`config.mk`:
```
export PLATFORM = sky130hd
export DESIGN_NAME = alu_seq_flat
export DESIGN_NICKNAME = d
export VERILOG_FILES = /design/src/rtl/alu_pkg.sv /design/src/rtl/alu_seq_if.sv /design/src/rtl/alu_seq_mul.sv /design/src/rtl/alu_seq.sv /design/src/flat_wrapper.sv
export SDC_FILE = /design/constraint.sdc
export NUM_CORES = 1
export LEC_CHECK = 0
export ABC_AREA = 1
export BUFFER_PORTS_ARGS = -buffer_cell sky130_fd_sc_hd__buf_4
export CAP_MARGIN = 20
export CELL_PAD_IN_SITES_DETAIL_PLACEMENT = 0
export CELL_PAD_IN_SITES_GLOBAL_PLACEMENT = 1
export CORE_ASPECT_RATIO = 2
export CORE_MARGIN = 3
export CORE_UTILIZATION = 25
export DETAILED_ROUTE_END_ITERATION = 10
export GPL_TIMING_DRIVEN = 0
export PLACE_DENSITY_LB_ADDON = 0.1
export RECOVER_POWER = 50
export SETUP_SLACK_MARGIN = 0.5
export SLEW_MARGIN = 10
export SYNTH_ARGS = -nofsm -noshare
export SYNTH_HDL_FRONTEND = slang
export SYNTH_SLANG_ARGS = --single-unit
export TNS_END_PERCENT = 100
```
`constraint.sdc`:
```
create_clock -name clk -period 3.6 [get_ports clk]
set_input_delay 0.18 -clock clk [delete_from_list [all_inputs] [get_ports clk]]
set_output_delay 0.18 -clock clk [all_outputs]
set_load 0.1 [all_outputs]
```
`src/rtl/alu_pkg.sv`:
```
// rtl/alu_pkg.sv - opcodes, state encoding and opcode legality check for alu_seq
package alu_pkg;

  localparam logic [3:0] ALU_ADD = 4'b0000;
  localparam logic [3:0] ALU_SUB = 4'b0001;
  localparam logic [3:0] ALU_AND = 4'b0010;
  localparam logic [3:0] ALU_OR  = 4'b0011;
  localparam logic [3:0] ALU_SLL = 4'b0100;
  localparam logic [3:0] ALU_SRL = 4'b0101;
  localparam logic [3:0] ALU_XOR = 4'b0110;
  localparam logic [3:0] ALU_SLT = 4'b0111;
  localparam logic [3:0] ALU_SRA = 4'b1000;
  localparam logic [3:0] ALU_MUL = 4'b1001;

  typedef enum logic {
    ST_IDLE = 1'b0,
    ST_MUL  = 1'b1
  } state_e;

  function automatic logic op_is_legal(input logic [3:0] op);
    return op <= ALU_MUL;
  endfunction

endpackage

```
`src/rtl/alu_seq_if.sv`:
```
// rtl/alu_seq_if.sv - operand/result handshake bundle between a pipeline stage and alu_seq
interface alu_seq_if #(
  parameter int WIDTH = 32
);
  logic             in_valid;
  logic             in_ready;
  logic [WIDTH-1:0] data1;
  logic [WIDTH-1:0] data2;
  logic [3:0]       ALUctrl;
  logic             out_valid;
  logic             out_ready;
  logic [WIDTH-1:0] alu_result;
  logic             zero;
  logic             ovf;
  logic             illegal;

  modport master (
    output in_valid, data1, data2, ALUctrl, out_ready,
    input  in_ready, out_valid, alu_result, zero, ovf, illegal
  );

  modport slave (
    input  in_valid, data1, data2, ALUctrl, out_ready,
    output in_ready, out_valid, alu_result, zero, ovf, illegal
  );
endinterface

```
`src/rtl/alu_seq_mul.sv`:
```
// rtl/alu_seq_mul.sv - iterative shift-add multiplier, one multiplier bit per clock
module alu_seq_mul #(
  parameter int WIDTH = 32
) (
  input  logic             clk,
  input  logic             rst_n,
  input  logic             start,
  input  logic [WIDTH-1:0] multiplicand,
  input  logic [WIDTH-1:0] multiplier,
  output logic             done,
  output logic [WIDTH-1:0] product
);
  localparam int CW = $clog2(WIDTH) + 1;
  localparam logic [CW-1:0] LAST = CW'(WIDTH);

  logic [WIDTH-1:0] mcand_q, mcand_d;
  logic [WIDTH-1:0] mplier_q, mplier_d;
  logic [WIDTH-1:0] acc_q, acc_d;
  logic [CW-1:0]    cnt_q, cnt_d;
  logic             busy_q, busy_d;

  // done stays up for the one cycle the owner spends registering the product
  assign done    = busy_q && (cnt_q == LAST);
  assign product = acc_q;

  always_comb begin
    mcand_d  = mcand_q;
    mplier_d = mplier_q;
    acc_d    = acc_q;
    cnt_d    = cnt_q;
    busy_d   = busy_q;
    if (start) begin
      mcand_d  = multiplicand;
      mplier_d = multiplier;
      acc_d    = '0;
      cnt_d    = '0;
      busy_d   = 1'b1;
    end else if (busy_q) begin
      if (done) begin
        busy_d = 1'b0;
      end else begin
        if (mplier_q[0]) begin
          acc_d = acc_q + mcand_q;
        end
        mcand_d  = mcand_q << 1;
        mplier_d = mplier_q >> 1;
        cnt_d    = cnt_q + CW'(1);
      end
    end
  end

  always_ff @(posedge clk or negedge rst_n) begin
    if (!rst_n) begin
      mcand_q  <= '0;
      mplier_q <= '0;
      acc_q    <= '0;
      cnt_q    <= '0;
      busy_q   <= 1'b0;
    end else begin
      mcand_q  <= mcand_d;
      mplier_q <= mplier_d;
      acc_q    <= acc_d;
      cnt_q    <= cnt_d;
      busy_q   <= busy_d;
    end
  end

endmodule

```
`src/rtl/alu_seq.sv`:
```
// rtl/alu_seq.sv - handshaked ALU with registered result/flags and an iterative MUL
module alu_seq
  import alu_pkg::*;
#(
  parameter  int WIDTH = 32,
  localparam int SHW   = $clog2(WIDTH)
) (
  input logic     clk,
  input logic     rst_n,
  alu_seq_if.slave bus
);
  state_e           state_q, state_d;
  logic             out_valid_q, out_valid_d;
  logic [WIDTH-1:0] result_q, result_d;
  logic             zero_q, zero_d;
  logic             ovf_q, ovf_d;
  logic             illegal_q, illegal_d;

  logic             accept;
  logic             mul_start;
  logic             mul_done;
  logic [WIDTH-1:0] mul_product;
  logic [WIDTH-1:0] op_result;
  logic             op_ovf;
  logic [WIDTH-1:0] sum;
  logic [WIDTH-1:0] diff;
  logic [SHW-1:0]   shamt;

  assign sum   = bus.data1 + bus.data2;
  assign diff  = bus.data1 - bus.data2;
  assign shamt = bus.data2[SHW-1:0];

  always_comb begin
    op_result = '0;
    op_ovf    = 1'b0;
    case (bus.ALUctrl)
      ALU_ADD: begin
        op_result = sum;
        op_ovf    = (bus.data1[WIDTH-1] == bus.data2[WIDTH-1]) &&
                    (sum[WIDTH-1] != bus.data1[WIDTH-1]);
      end
      ALU_SUB: begin
        op_result = diff;
        op_ovf    = (bus.data1[WIDTH-1] != bus.data2[WIDTH-1]) &&
                    (diff[WIDTH-1] != bus.data1[WIDTH-1]);
      end
      ALU_AND: op_result = bus.data1 & bus.data2;
      ALU_OR:  op_result = bus.data1 | bus.data2;
      ALU_SLL: op_result = bus.data1 << shamt;
      ALU_SRL: op_result = bus.data1 >> shamt;
      ALU_XOR: op_result = bus.data1 ^ bus.data2;
      ALU_SLT: op_result = {{(WIDTH-1){1'b0}}, $signed(bus.data1) < $signed(bus.data2)};
      ALU_SRA: op_result = $unsigned($signed(bus.data1) >>> shamt);
      default: op_result = '0;
    endcase
  end

  assign bus.in_ready = (state_q == ST_IDLE) && (!out_valid_q || bus.out_ready);
  assign accept       = bus.in_valid && bus.in_ready;

  always_comb begin
    state_d     = state_q;
    out_valid_d = out_valid_q;
    result_d    = result_q;
    zero_d      = zero_q;
    ovf_d       = ovf_q;
    illegal_d   = illegal_q;
    mul_start   = 1'b0;
    if (out_valid_q && bus.out_ready) begin
      out_valid_d = 1'b0;
    end
    case (state_q)
      ST_IDLE: begin
        if (accept) begin
          if (bus.ALUctrl == ALU_MUL) begin
            state_d   = ST_MUL;
            mul_start = 1'b1;
          end else begin
            result_d    = op_result;
            zero_d      = (op_result == '0);
            ovf_d       = op_ovf;
            illegal_d   = !op_is_legal(bus.ALUctrl);
            out_valid_d = 1'b1;
          end
        end
      end
      ST_MUL: begin
        // out_valid is already low here: the MUL accept consumed any prior result
        if (mul_done) begin
          result_d    = mul_product;
          zero_d      = (mul_product == '0);
          ovf_d       = 1'b0;
          illegal_d   = 1'b0;
          out_valid_d = 1'b1;
          state_d     = ST_IDLE;
        end
      end
      default: state_d = ST_IDLE;
    endcase
  end

  always_ff @(posedge clk or negedge rst_n) begin
    if (!rst_n) begin
      state_q     <= ST_IDLE;
      out_valid_q <= 1'b0;
      result_q    <= '0;
      zero_q      <= 1'b1;
      ovf_q       <= 1'b0;
      illegal_q   <= 1'b0;
    end else begin
      state_q     <= state_d;
      out_valid_q <= out_valid_d;
      result_q    <= result_d;
      zero_q      <= zero_d;
      ovf_q       <= ovf_d;
      illegal_q   <= illegal_d;
    end
  end

  alu_seq_mul #(.WIDTH(WIDTH)) u_mul (
    .clk          (clk),
    .rst_n        (rst_n),
    .start        (mul_start),
    .multiplicand (bus.data1),
    .multiplier   (bus.data2),
    .done         (mul_done),
    .product      (mul_product)
  );

  assign bus.out_valid  = out_valid_q;
  assign bus.alu_result = result_q;
  assign bus.zero       = zero_q;
  assign bus.ovf        = ovf_q;
  assign bus.illegal    = illegal_q;

endmodule

```
`src/flat_wrapper.sv`:
```
// flat-port wrapper written by rule: the top's interface ports become plain ports
module alu_seq_flat import alu_pkg::*;
#(
  parameter  int WIDTH = 32,
  localparam int SHW   = $clog2(WIDTH)
)
  (clk, rst_n, bus_in_valid, bus_data1, bus_data2, bus_ALUctrl, bus_out_ready, bus_in_ready, bus_out_valid, bus_alu_result, bus_zero, bus_ovf, bus_illegal);
  alu_seq_if #(.WIDTH(WIDTH)) bus_i ();
  input logic clk;
  input logic rst_n;
  input wire logic [$bits(bus_i.in_valid)-1:0] bus_in_valid;
  input wire logic [$bits(bus_i.data1)-1:0] bus_data1;
  input wire logic [$bits(bus_i.data2)-1:0] bus_data2;
  input wire logic [$bits(bus_i.ALUctrl)-1:0] bus_ALUctrl;
  input wire logic [$bits(bus_i.out_ready)-1:0] bus_out_ready;
  output wire logic [$bits(bus_i.in_ready)-1:0] bus_in_ready;
  output wire logic [$bits(bus_i.out_valid)-1:0] bus_out_valid;
  output wire logic [$bits(bus_i.alu_result)-1:0] bus_alu_result;
  output wire logic [$bits(bus_i.zero)-1:0] bus_zero;
  output wire logic [$bits(bus_i.ovf)-1:0] bus_ovf;
  output wire logic [$bits(bus_i.illegal)-1:0] bus_illegal;
  assign bus_i.in_valid = bus_in_valid;
  assign bus_i.data1 = bus_data1;
  assign bus_i.data2 = bus_data2;
  assign bus_i.ALUctrl = bus_ALUctrl;
  assign bus_i.out_ready = bus_out_ready;
  assign bus_in_ready = bus_i.in_ready;
  assign bus_out_valid = bus_i.out_valid;
  assign bus_alu_result = bus_i.alu_result;
  assign bus_zero = bus_i.zero;
  assign bus_ovf = bus_i.ovf;
  assign bus_illegal = bus_i.illegal;
  alu_seq #(.WIDTH(WIDTH)) u_core (.clk(clk), .rst_n(rst_n), .bus(bus_i));
endmodule
```
* After elaboration in Yosys (flattened, before gate mapping) *
Cells that the tools add are included.

storage, ports and cells
  register bits = 140
  input bits = 72
  output and inout bits = 37
  logic and storage cells = 101

operators by class
  $add $sub $neg = 4
  order comparisons = 2
  equal/unequal tests = 18
  shift-type cells = 3
  mux-type cells = 42
  bitwise logic cells = 4
  reduce and logical (&&, ||, !) cells = 17

operator list
  kind                                                 number
  two-way mux 32 bit                                   13
  case mux 32 bit (9 select lines)                     1
  adder 32 bit                                         2
  zero test 32 bit                                     2
  case mux 32 bit (2 select lines)                     1
  bitwise AND 32 bit                                   1
  < comparator 32 bit                                  1
  bitwise OR 32 bit                                    1
  left shift 32 x 5 -> 32 bit                          1
  right shift 32 x 5 -> 32 bit                         1
  >>> shifter 32 x 5 -> 32 bit                         1
  subtractor 32 bit                                    1
  bitwise XOR 32 bit                                   1
  two-way mux 1 bit                                    18
  two-way mux 6 bit                                    3
  equality test 4 x 3 -> 1 bit, second input constant  4
  case mux 1 bit (2 select lines)                      6
  equality test 4 x 2 -> 1 bit, second input constant  2
  equality test 4 bit, second input constant           2
  adder 6 x 1 -> 6 bit, second input constant          1
  equality test 6 bit, second input constant           1
  logical AND 1 bit                                    6
  AND reduction 3 bit                                  2
  equality test 4 x 1 -> 1 bit, second input constant  1
  11 further kinds                                     17

* Longest topological paths before layout *
  depth after elaboration = 8
  depth in mapped cells = 25

* By module *
A second synthesis with hierarchy kept.

second synthesis, totals
  cell total of the unflattened synthesis = 3,416
  area total of the unflattened synthesis = 19,113.3 µm²

modules (own cells, without submodules)
  module       times used  cells each  area each (µm²)
  alu_seq      1           2,425       12,255.5
  alu_seq_mul  1           991         6,857.8

* Worst setup path after synthesis *
OpenSTA, ideal clock, no wires.

  kind = register to register
  from = reg u_core.out_valid_q (netlist: u_core.bus.out_valid)
  to = reg u_core.u_mul.mplier_q[12]
  data arrival time = 3.578 ns
  required time = 3.465 ns
  slack = -0.113 ns
  cell stages (with the launch flop) = 12
  cell sequence = dfrtp_1 -> inv_1 -> nor2_1 -> nor2_1 -> nand2_1 -> nor3_1 -> buf_2 -> nor2_1 -> buf_2 -> buf_1 -> nand2_1 -> o211ai_1

between the ends
  cells in the longest elaborated chain, start to end = 8

RTL lines
  item                                                                                   RTL line            source
  from (decl)                                                                            alu_seq.sv:13       logic out_valid_q, out_valid_d;
  from (signal assigned)                                                                 alu_seq.sv:112      out_valid_q <= out_valid_d;
  zero test 1 bit *                                                                      alu_seq.sv:58       assign bus.in_ready = (state_q == ST_IDLE) && (!out_valid_q || bus.out_ready);
  logical OR 1 bit *                                                                     alu_seq.sv:58
  logical AND 1 bit *                                                                    alu_seq.sv:58
  named net bus_in_ready                                                                 flat_wrapper.sv:16  output wire logic [$bits(bus_i.in_ready)-1:0] bus_in_ready;
  logical AND 1 bit *                                                                    alu_seq.sv:59       assign accept = bus.in_valid && bus.in_ready;
  two-way mux 1 bit *                                                                    alu_seq.sv:74       if (accept) begin
  two-way mux 1 bit *                                                                    alu_seq.sv:72       case (state_q)
  inequality test 2 x 1 -> 1 bit (no line) / nonzero test 2 bit (equally long branches)  -
  AND reduction 2 bit (no line)                                                          -
  to (signal assigned)                                                                   alu_seq_mul.sv:61   mplier_q <= mplier_d;
  to (decl)                                                                              alu_seq_mul.sv:17   logic [WIDTH-1:0] mplier_q, mplier_d;

Mark *: on every way through the listed nets, which the timed path passes. The rest lies on a longest branch.
A chain may end at the register's enable or synchronous reset.

* Worst setup path after layout *
  from = in bus_data2[2]
  to = reg u_core.zero_q (netlist: u_core.bus.zero)

between the ends
  cells in the longest elaborated chain, start to end = 6

RTL lines
  item                                             RTL line            source
  from (decl)                                      flat_wrapper.sv:13  input wire logic [$bits(bus_i.data2)-1:0] bus_data2;
  subtractor 32 bit, or another cell as far along  alu_seq.sv:30       assign diff = bus.data1 - bus.data2;
  case mux 32 bit (9 select lines) *               alu_seq.sv:36       case (bus.ALUctrl)
  zero test 32 bit *                               alu_seq.sv:80       zero_d = (op_result == '0);
  two-way mux 1 bit *                              alu_seq.sv:75       if (bus.ALUctrl == ALU_MUL) begin
  two-way mux 1 bit *                              alu_seq.sv:74
  case mux 1 bit (2 select lines) *                alu_seq.sv:72
  to (signal assigned)                             alu_seq.sv:114      zero_q <= zero_d;
  to (decl)                                        alu_seq.sv:15       logic zero_q, zero_d;

Every way passes the cells marked *; elsewhere a longest branch is shown, timed or not. The select of a mux whose other input is x is not followed.

==> results_tabular.tex <==
\begin{tabular}{lr}
\hline
Metric & Value \\
\hline
\multicolumn{2}{l}{\textbf{GRT}} \\
\quad Total gr overflow & 0 \\
\quad Largest net degree at the start of global routing & 84 \\
\quad Global-route wire length before repair & 181000 um \\
\quad Vias in the first global route & 23006 \\
\quad GRT Resource Usage Total & 0.353 \\
\quad Antenna violations before repair & 8 \\
\multicolumn{2}{l}{\textbf{Pwr}} \\
\quad Cell leakage power & 10.8 nW \\
\quad Power Dens Cells & 357 nW/um2 \\
\quad Post-route total power & 7.41 mW \\
\quad Max rail drop VDD & 0.379 mV \\
\multicolumn{2}{l}{\textbf{Critical path}} \\
\quad Most repeated library cell on the critical path & sky130\_fd\_sc\_hd\_\_nand2\_1 \\
\quad Worst flop-to-flop path endpoint & u\_core.u\_mul.product[26] \\
\quad Worst path cell trace & buf\_4 -> inv\_2 -> clkbuf\_8 -> buf\_8 -> ha\_1 -> buf\_4 -> inv\_1 -> nand2\_1 -> nand3\_2 -> nand2\_1 -> nand2\_4 -> nand2\_1 -> nand2\_1 -> nand3\_1 -> nand3\_1 -> nand3\_1 -> nor2\_4 -> nand2\_1 -> nor2\_1 -> nand2\_1 -> nor2\_2 -> nand3\_1 -> a21oi\_1 \\
\quad Critical path peak fanout & 11 \\
\quad Data arrival time of the critical path & 3.67 ns \\
\quad CP endpoint kind & register \\
\quad R2R setup slack & 0.53 ns \\
\quad Startpoint type of the worst setup path & primary input \\
\quad Worst setup path endpoint & u\_core.bus.zero \\
\quad Largest incremental delay on the critical path & 0.25 ns \\
\quad WS Path Type & primary input to register \\
\quad Worst reg2reg path depth & 16 \\
\quad Startpoint of the most critical setup path & bus\_data2[2] \\
\quad Reg-to-Reg Start & u\_core.u\_mul.mcand\_q[0] \\
\quad Slowest cell on the critical path & sky130\_fd\_sc\_hd\_\_ha\_1 \\
\quad Worst endpoint required time & 4.02 ns \\
\multicolumn{2}{l}{\textbf{Placed design}} \\
\quad Detail Placement HPWL & 116000 um \\
\quad DP Cell Count & 4128 \\
\quad Cell Area, Placed & 19800 um2 \\
\quad Number of input and output port buffers inserted & 108 \\
\quad Post-placement setup slack & -2.09 ns \\
\quad Final RePlAce weighted congestion & 1.05 \\
\multicolumn{2}{l}{\textbf{Floorplan}} \\
\quad Floorplan core area & 70100 um2 \\
\quad Total Die Area & 74700 um2 \\
\quad IO Pins & 109 \\
\quad Horizontal die dimension & 195 um \\
\quad Number of placement rows & 137 \\
\quad Starting density of the core & 0.254 \\
\quad Die H & 384 um \\
\multicolumn{2}{l}{\textbf{Timing}} \\
\quad Max-Slew Margin vs Limit & -0.217 \\
\quad Setup repair after global routing missed its margin & true \\
\quad Final worst slack & 0.351 ns \\
\quad Period utilisation layout & 0.903 \\
\quad Number of setup violations in the final report & 0 \\
\quad Worst Hold Margin & 0.0272 ns \\
\quad Final TNS setup & 0 ns \\
\quad Max Clk Rate & 0.308 GHz \\
\quad Fin crit period & 3.25 ns \\
\quad Number of hold-slack violations in the final timing report & 0 \\
\quad Slew of the pin with the lowest slew margin & 1.83 ns \\
\quad Final Skew & 0.0211 ns \\
\quad Final Max Slew Viols & 59 \\
\multicolumn{2}{l}{\textbf{Clocking}} \\
\quad Clock-pin slew on the worst setup and hold paths & 0.09 ns \\
\quad Clock Sinks & 140 \\
\quad H-tree depth & 4 \\
\quad Cell at the root of the clock tree & sky130\_fd\_sc\_hd\_\_clkbuf\_16 \\
\quad Worst skew pair latency & 0.52 ns \\
\quad Max Root-Sink Buffers & 2 \\
\quad CTS tree & done \\
\quad Number of buffers inserted during clock tree synthesis & 17 \\
\multicolumn{2}{l}{\textbf{Yosys}} \\
\quad Cell area after synthesis & 17800 um2 \\
\quad Area contributors post-synth & sky130\_fd\_sc\_hd\_\_dfrtp\_1 (20\%), sky130\_fd\_sc\_hd\_\_nand2\_1 (19\%), sky130\_fd\_sc\_hd\_\_nand3\_1 (14\%) \\
\quad Primary flip-flop cell chosen by synthesis mapping & sky130\_fd\_sc\_hd\_\_dfrtp\_1 \\
\quad Post-synthesis net count & 3318 \\
\quad Gate count after technology mapping & 3113 \\
\quad Post-synth EDFFs & 0 \\
\quad Cell taking the most area after synthesis & sky130\_fd\_sc\_hd\_\_dfrtp\_1 \\
\quad Post-Syn Area per Cell & 5.72 um2 \\
\quad Yosys reg bits & 140 \\
\quad Synth warnings & 0 \\
\quad Most common cell in the netlist & sky130\_fd\_sc\_hd\_\_nand2\_1 \\
\quad Share of synthesized flip-flops with an asynchronous set or reset & 1.00 \\
\quad Part of the Yosys area used for sequential elements & 0.197 \\
\quad Post-synth top area share & 0.195 \\
\quad Most frequent cells after synthesis & sky130\_fd\_sc\_hd\_\_nand2\_1 (909), sky130\_fd\_sc\_hd\_\_nand3\_1 (486), sky130\_fd\_sc\_hd\_\_inv\_1 (381), sky130\_fd\_sc\_hd\_\_nor2\_1 (332), sky130\_fd\_sc\_hd\_\_o21ai\_0 (156) \\
\quad Count of different cell masters after synthesis & 52 \\
\multicolumn{2}{l}{\textbf{Flow run}} \\
\quad Max-cap viol count & 1 \\
\multicolumn{2}{l}{\textbf{Routing}} \\
\quad Remaining DRCs & 0 \\
\quad Detailed-route wire length & 135000 um \\
\quad Detail-routed net length per standard cell & 32.4 um \\
\quad Post-DRT Antenna Nets & 0 \\
\quad Total via count after detailed routing & 22663 \\
\quad Count of TritonRoute iterations in the first routing pass & 7 \\
\quad Iteration-0 DRC Markers & 1628 \\
\quad Post-detailed-route via-to-cell ratio & 5.43 \\
\multicolumn{2}{l}{\textbf{Outcome}} \\
\quad Status & complete, but fails checks \\
\quad Violated checks & max-capacitance violations, max-slew violations \\
\multicolumn{2}{l}{\textbf{Layout}} \\
\quad Finished Cell Area & 20800 um2 \\
\quad Non-filler instance count after layout & 4177 \\
\quad Share of final-layout standard cells stronger than drive strength 1 & 0.0923 \\
\quad Number of filler instances in the final layout & 8163 \\
\quad Layout area overhead & 16.6\% \\
\quad Final design utilization & 0.296 \\
\quad Number of nets in the layout & 3464 \\
\multicolumn{2}{l}{\textbf{Worst hold path}} \\
\quad Type of the worst min-delay path & primary input to register \\
\hline
\end{tabular}
[layer usage]
metal / share of wire / GRT usage / vias up
met5: 0.00020 / 0 / -
met4: 0.13 / 0.372 / 4
met3: 0.040 / 0.0395 / 432
met2: 0.53 / 0.674 / 949
met1: 0.30 / 0.301 / 10788
li1: - / - / 10490
[layout make-up]
cell class / count / area, um2 / share of cell area
multi-input cells: 2447 / 12500 / 0.600
flip-flops and latches: 140 / 3510 / 0.169
inverters: 390 / 1480 / 0.0712
well taps: 903 / 1130 / 0.0544
repair buffers: 127 / 918 / 0.0442
plain buffers: 136 / 731 / 0.0352
clock buffers: 18 / 429 / 0.0207
clock inverters: 14 / 109 / 0.00524
diodes: 2 / 5.00 / 0.000241
[kinds of logic (layout without fill, tap and decap cells)]
family                   after synthesis  count (layout)  synth area share
adder cells (fa/ha/maj)              133             133            0.0947
AO/OA/AOI/OAI                        475             475             0.152
AND/OR/NAND/NOR                     1828            1828             0.432
flip-flops                           140             140             0.197
buffers and inverters                526             685             0.120
XOR/XNOR                              11              11           0.00541
other                                  0               2                 0
[how the worst min path moves through the flow]
stage,startpoint,endpoint,slack (ns),cells past startpoint
5_1_grt,bus_data2[13],u_core.u_mul.mplier_q[13],0.05,3
6_report,bus_data2[21],u_core.u_mul.mplier_q[21],0.03,3
2_1_floorplan,rst_n,u_core.bus.alu_result[0],-0.12,0
4_1_cts,bus_data2[13],u_core.u_mul.mplier_q[13],0.0003,3
3_5_place_dp,rst_n,u_core.u_mul.mcand_q[24],0.18,1
3_3_place_gp,bus_out_ready,u_core.bus.out_valid,0.37,2
[critical path: cells and delay by family]
kind / cells / cell delay, ns
buffers and inverters: 6 / 0.94
AOI/OAI and AO/OA: 1 / 0.17
adders and majority gates: 1 / 0.25
and+or+nand+nor: 15 / 2.07
[sequential cells by signal (all words and copies together) (netlist names)]
register,flops
u_core.u_mul.product,32
u_core.bus.illegal,1
u_core.u_mul.mcand_q,32
u_core.u_mul.cnt_q,6
u_core.bus.out_valid,1
u_core.u_mul.busy_q,1
u_core.bus.ovf,1
u_core.bus.alu_result,32
u_core.bus.zero,1
u_core.state_q,1
u_core.u_mul.mplier_q,32
[placed cells by master (no fill, tap or decap), drive strengths merged, types with 35 or more instances in the layout]
cell type and count:
nand2 911, nand3 488, inv 393, nor2 338
buf 189, o21ai 166, a21oi 154, dfrtp 139
ha 130, clkbuf 89, o22ai 62, o211ai 37
nor3 35
[timing repair]
item	in CTS	in global routing
endpoints found under the hold margin	59	0
gates resized for setup	64	43
pin swaps	2	7
hold buffers	3	0
buffers inserted	4	8
endpoints found under the setup margin	112	38
[report_power, final]
group          switching [mW]  leakage [nW]  internal (mW)
Clock                   0.888         0.268          0.892
Sequential              0.207          1.81           1.77
Combinational            2.62          8.76           1.04
Total                    3.71          10.8           3.69
Note: power is estimated with default switching activity, not from simulation.
